`config.mk`:
```
export PLATFORM = sky130hd
export DESIGN_NAME = fp8_result_streamer
export DESIGN_NICKNAME = d
export VERILOG_FILES = /design/src/rtl/tpu_pkg.sv /design/src/rtl/fp8_result_streamer.sv
export SDC_FILE = /design/constraint.sdc
export NUM_CORES = 1
export LEC_CHECK = 0
export ABC_AREA = 1
export BUFFER_PORTS_ARGS = -buffer_cell sky130_fd_sc_hd__buf_2
export CORE_ASPECT_RATIO = 1.4
export CORE_UTILIZATION = 58
export DETAILED_ROUTE_END_ITERATION = 16
export PLACE_DENSITY = 0.77
export SKIP_LAST_GASP = 1
export SYNTH_ARGS = -nofsm -noshare
export SYNTH_HDL_FRONTEND = slang
export SYNTH_SLANG_ARGS = --single-unit
```
`constraint.sdc`:
```
create_clock -name clk -period 1.6 [get_ports clk]
set_clock_uncertainty 0.05 [all_clocks]
set_input_delay 0.4 -clock clk [delete_from_list [all_inputs] [get_ports clk]]
set_output_delay 0.4 -clock clk [all_outputs]
set_load 0.02 [all_outputs]
```
`src/rtl/tpu_pkg.sv`:
```
// Shared TPU datapath definitions.
// Holds the fp8/bf16 widths and the fp8 field layout used by the
// bf16-to-fp8 converters and the result streamer.
package tpu_pkg;

  localparam int unsigned FP8_W  = 8;
  localparam int unsigned BF16_W = 16;

  // fp8 E4M3-style field split, MSB first.
  typedef struct packed {
    logic       sign;
    logic [3:0] exp4;
    logic [2:0] mant3;
  } fp8_t;

endpackage

```
`src/rtl/fp8_result_streamer.sv`:
```
// Double-buffered fp8 result streamer.
// Captures a whole tile of N_ELEMS fp8 lanes in one load strobe into one of
// two banks, then streams it out lane 0 first, one byte per transfer, over a
// valid/ready channel. The second bank can be loaded while the first drains,
// so consecutive tiles leave the output with no idle cycles.
//
// Ports:
//   clk        clock, all state on rising edge
//   rst_n      asynchronous active-low reset
//   load       tile strobe, accepted when load && load_ready
//   in_fp8     packed tile, lane i at [8i+7:8i]
//   load_ready write bank is empty
//   out_valid  out_data holds a valid byte
//   out_data   current fp8 byte (0x00 when not valid)
//   out_last   out_data is the final lane of its tile
//   out_ready  downstream accepts the byte
//   busy       at least one bank holds a tile
//   overflow   sticky: a load was presented while load_ready was low
module fp8_result_streamer
  import tpu_pkg::*;
#(
  parameter int unsigned N_ELEMS = 4
) (
  input  logic                     clk,
  input  logic                     rst_n,
  input  logic                     load,
  input  logic [FP8_W*N_ELEMS-1:0] in_fp8,
  output logic                     load_ready,
  output logic                     out_valid,
  output logic [FP8_W-1:0]         out_data,
  output logic                     out_last,
  input  logic                     out_ready,
  output logic                     busy,
  output logic                     overflow
);

  localparam int unsigned IDX_W = $clog2(N_ELEMS);
  localparam logic [IDX_W-1:0] LAST_IDX = IDX_W'(N_ELEMS - 1);

  fp8_t [N_ELEMS-1:0] bank_q [2];
  fp8_t [N_ELEMS-1:0] bank_d [2];
  logic [1:0]         full_q, full_d;
  logic               wr_sel_q, wr_sel_d;
  logic               rd_sel_q, rd_sel_d;
  logic [IDX_W-1:0]   idx_q, idx_d;
  logic               ovf_q, ovf_d;

  logic load_acc;
  logic xfer;
  fp8_t lane;

  // Handshake signals derive from registered state only; a bank freed by the
  // drain this cycle is not offered to the loader until the next cycle.
  always_comb begin
    load_ready = !full_q[wr_sel_q];
    out_valid  = full_q[rd_sel_q];
    lane       = bank_q[rd_sel_q][idx_q];
    out_data   = out_valid ? lane : '0;
    out_last   = out_valid && (idx_q == LAST_IDX);
    busy       = |full_q;
    overflow   = ovf_q;
  end

  always_comb begin
    load_acc = load && load_ready;
    xfer     = out_valid && out_ready;

    bank_d   = bank_q;
    full_d   = full_q;
    wr_sel_d = wr_sel_q;
    rd_sel_d = rd_sel_q;
    idx_d    = idx_q;
    ovf_d    = ovf_q;

    if (load_acc) begin
      bank_d[wr_sel_q] = in_fp8;
      full_d[wr_sel_q] = 1'b1;
      wr_sel_d         = ~wr_sel_q;
    end else if (load) begin
      ovf_d = 1'b1;
    end

    // An accepted load always targets an empty bank while the drain clears a
    // full one, so the two full_d updates never hit the same bit.
    if (xfer) begin
      if (idx_q == LAST_IDX) begin
        idx_d            = '0;
        full_d[rd_sel_q] = 1'b0;
        rd_sel_d         = ~rd_sel_q;
      end else begin
        idx_d = idx_q + 1'b1;
      end
    end
  end

  always_ff @(posedge clk or negedge rst_n) begin
    if (!rst_n) begin
      bank_q[0] <= '0;
      bank_q[1] <= '0;
      full_q    <= '0;
      wr_sel_q  <= 1'b0;
      rd_sel_q  <= 1'b0;
      idx_q     <= '0;
      ovf_q     <= 1'b0;
    end else begin
      bank_q[0] <= bank_d[0];
      bank_q[1] <= bank_d[1];
      full_q    <= full_d;
      wr_sel_q  <= wr_sel_d;
      rd_sel_q  <= rd_sel_d;
      idx_q     <= idx_d;
      ovf_q     <= ovf_d;
    end
  end

endmodule
```
==> results.json <==
{
  "status": "complete, but fails checks",
  "violations": "negative hold slack, negative setup slack",
  "final_cell_mix": "157 x nand2_1, 101 x inv_1, 70 x dfrtp_1, 41 x nand3_1",
  "max_cap_violations": 0,
  "hold_viol_final": 2,
  "yosys_warnings": 0,
  "insertion_delay_ps": 340,
  "synth_area_um2": 3750,
  "intPower_mw": 5.43,
  "cp.required_ps": 1150,
  "arrival_ps": 1580,
  "cts_buffer_depth": 2,
  "yosys-top-cells-area": "dfrtp_1 47%, nand2_1 16%, inv_1 10%, nand3_1 5.6%, o21ai_2 5.4%",
  "critical-path-slowest-cell": "dfrtp_2",
  "io_buffers": 48,
  "wl_um": 7680,
  "p_leak_nw": 2.49,
  "rsz0062_at_grt": "yes",
  "cts_hold_repair.buffers": 0,
  "ff2ff_path_depth": 6,
  "drc": 0,
  "path_buf_inv": 3,
  "place_area_um2": 4090,
  "viasPerCell": 5.03,
  "finalSetupViolCount": 11,
  "hold_ws_ps": -6.00,
  "place_congestion": 0.828,
  "diodes": 0,
  "die_w_um": 70.0,
  "peakVddDrop_mv": 1.15,
  "clockPowerShare_pct": 16.1,
  "syn_nets": 531,
  "p_sw_mw": 3.79,
  "core_um2": 6210,
  "wl_per_cell_um": 12.2,
  "cts.sinks": 71,
  "synth_seq_cells": 71,
  "fin_area_um2": 4420,
  "die_area_um2": 6800,
  "track_usage_pct": 25.2,
  "rows": 34,
  "cp-start-kind": "flop",
  "r2r_setup_slack_ps": 70,
  "end_kind": "primary output",
  "num_vias": 3157,
  "syn_avg_cell_area_um2": 7.60,
  "total_power_mw": 9.23,
  "hpwl_um": 5170,
  "yosysTopAreaCellShare_pct": 47.3,
  "worstSetupPathType": "reg2out",
  "grt_overflow": 0,
  "grt_max_degree": 72,
  "cp_common_cell": "nand2_1",
  "powerDensity_nw_per_um2": 2090,
  "ant_nets": 0,
  "tritoncts": "yes",
  "slew_headroom_pct": 73.7,
  "root_buffer": "clkbuf_8",
  "seq_area_frac_synth_pct": 47.3,
  "period_needed_ps": 2030,
  "p_comb_share_pct": 50.5,
  "area_growth_pct": 17.7,
  "slew_viol_final": 0,
  "r2r_end": "bank_q[11]",
  "mostFrequentLayoutCell": "nand2_1",
  "cp_top_family": "flip-flops",
  "path_clk_slew_ps": 70,
  "max_clock_freq_mhz": 493,
  "yosysTopAreaCell": "dfrtp_1",
  "worst_slack_ps": -428,
  "final.fill_count": 507,
  "layout-drive-gt1-share_pct": 24.5,
  "cpPeakStageDelay_ps": 460,
  "die_h_um": 97.2,
  "cp.depth": 8,
  "dr.pass1.iters": 4,
  "crit_fanout": 18,
  "start_util_pct": 60.4,
  "yosysUniqueCellTypes": 20,
  "num_io_pins": 49,
  "htree_levels": 3,
  "cts_buffers": 9,
  "swShare_pct": 41.1,
  "path_cells": "buf_12 > buf_4 > nand2_1 > nand3_1 > nand2_1 > nor2_1 > nor2_2 > buf_6",
  "hold_class": "in2async",
  "netlist_instances": 494,
  "r2r-start": "wr_sel_q",
  "drtIter0Drc": 206,
  "power_frac_seq_pct": 33.4,
  "grt_antenna_before_repair": 0,
  "worstMarginPinSlew_ps": 395,
  "nets": 588,
  "grt_pass1_wl_um": 13800,
  "grt_pass1_vias": 3195,
  "min_period_over_period_pct": 127
}
## worst reg2reg max path, stage by stage (launching register included)
cell and delay, ps:
dfrtp_1 430, buf_4 150, buf_4 120, buf_4 120, nand3_2 80, buf_12 250, o21ai_0 190
## per-layer routing
layer	share of wire [%]	vias up	track usage, %
met5	0	-	0
met4	1.0	0	9.85
met3	3.9	7	3.94
met2	52	61	43.4
met1	43	1495	31.6
li1	-	1594	-
## state kept, by name (all words and copies together) (netlist names)
signal	cells
wr_sel_q	1
rd_sel_q	1
bank_q	64
overflow	1
idx_q	2
full_q	2
## how the worst max path moves through the flow
stage	end	slack, ps	startpoint
floorplan	out_data[6]	6	idx_q[0]
global placement	out_data[4]	-100	rd_sel_q
detailed placement	out_data[4]	-130	rd_sel_q
CTS	out_data[4]	-440	rd_sel_q
global route	out_data[6]	-540	rd_sel_q
finish	out_data[4]	-430	rd_sel_q
## cell type report
cell class                      count  area [µm²]  area share (%)
Clock buffer                       13         169            3.82
Clock inverter                      3        40.0           0.907
Inverter                          105         397            8.98
Multi-Input combinational cell    291        1400            31.6
Sequential cell                    71        1780            40.3
Tap cell                           72        90.1            2.04
Timing Repair Buffer               73         547            12.4
## cell families (layout without fill, tap and decap cells)
family | after synthesis | in the layout | share of synthesized area, %
AO/OA/AOI/OAI | 69 | 69 | 11.9
flip-flops | 71 | 71 | 47.3
adder cells (fa/ha/maj) | 1 | 1 | 0.333
buffers and inverters | 132 | 194 | 16.8
AND/OR/NAND/NOR | 221 | 221 | 23.7
## what timing repair did
action | in CTS | in global routing
endpoints found under the setup margin | 11 | 12
setup buffers | 4 | 3
pin swaps | 3 | 1
gates resized for setup | 20 | 5
## power groups by stage
stage / clock (mW) / combinational [mW] / sequential (mW)
6_report: 1.48 / 4.66 / 3.08
3_5_place_dp: 0 / 4.26 / 3.10
2_1_floorplan: 0 / 3.30 / 2.93
4_1_cts: 1.50 / 4.60 / 3.08
3_3_place_gp: 0 / 4.16 / 3.06
5_1_grt: 1.56 / 5.30 / 3.18
## synth_stat cells
cell / count
nand2_1: 158
inv_1: 103
dfrtp_1: 71
nand3_1: 42
o21ai_0: 38
o21ai_2: 23
nor2_1: 18
buf_6: 15
clkbuf_1: 5
o21ai_1: 5
buf_4: 4
buf_2: 3
nand4_1: 2
a21o_1: 1
a21oi_1: 1
ha_1: 1
inv_2: 1
inv_4: 1
nand2_2: 1
o21ai_4: 1
## stage by stage
stage	util, %	TNS, ps	instances	hold slack [ps]	setup slack [ps]
5_1_grt	71.1	-4940	628	60.4	-538
4_1_cts	70.6	-4090	625	31.8	-441
6_report	71.1	-3990	628	-6.00	-428
3_5_place_dp	65.9	-1030	605	391	-127
2_1_floorplan	-	0	494	54.4	5.99
3_3_place_gp	65.9	-723	605	382	-98.7
Note: power is estimated with default switching activity, not from simulation.
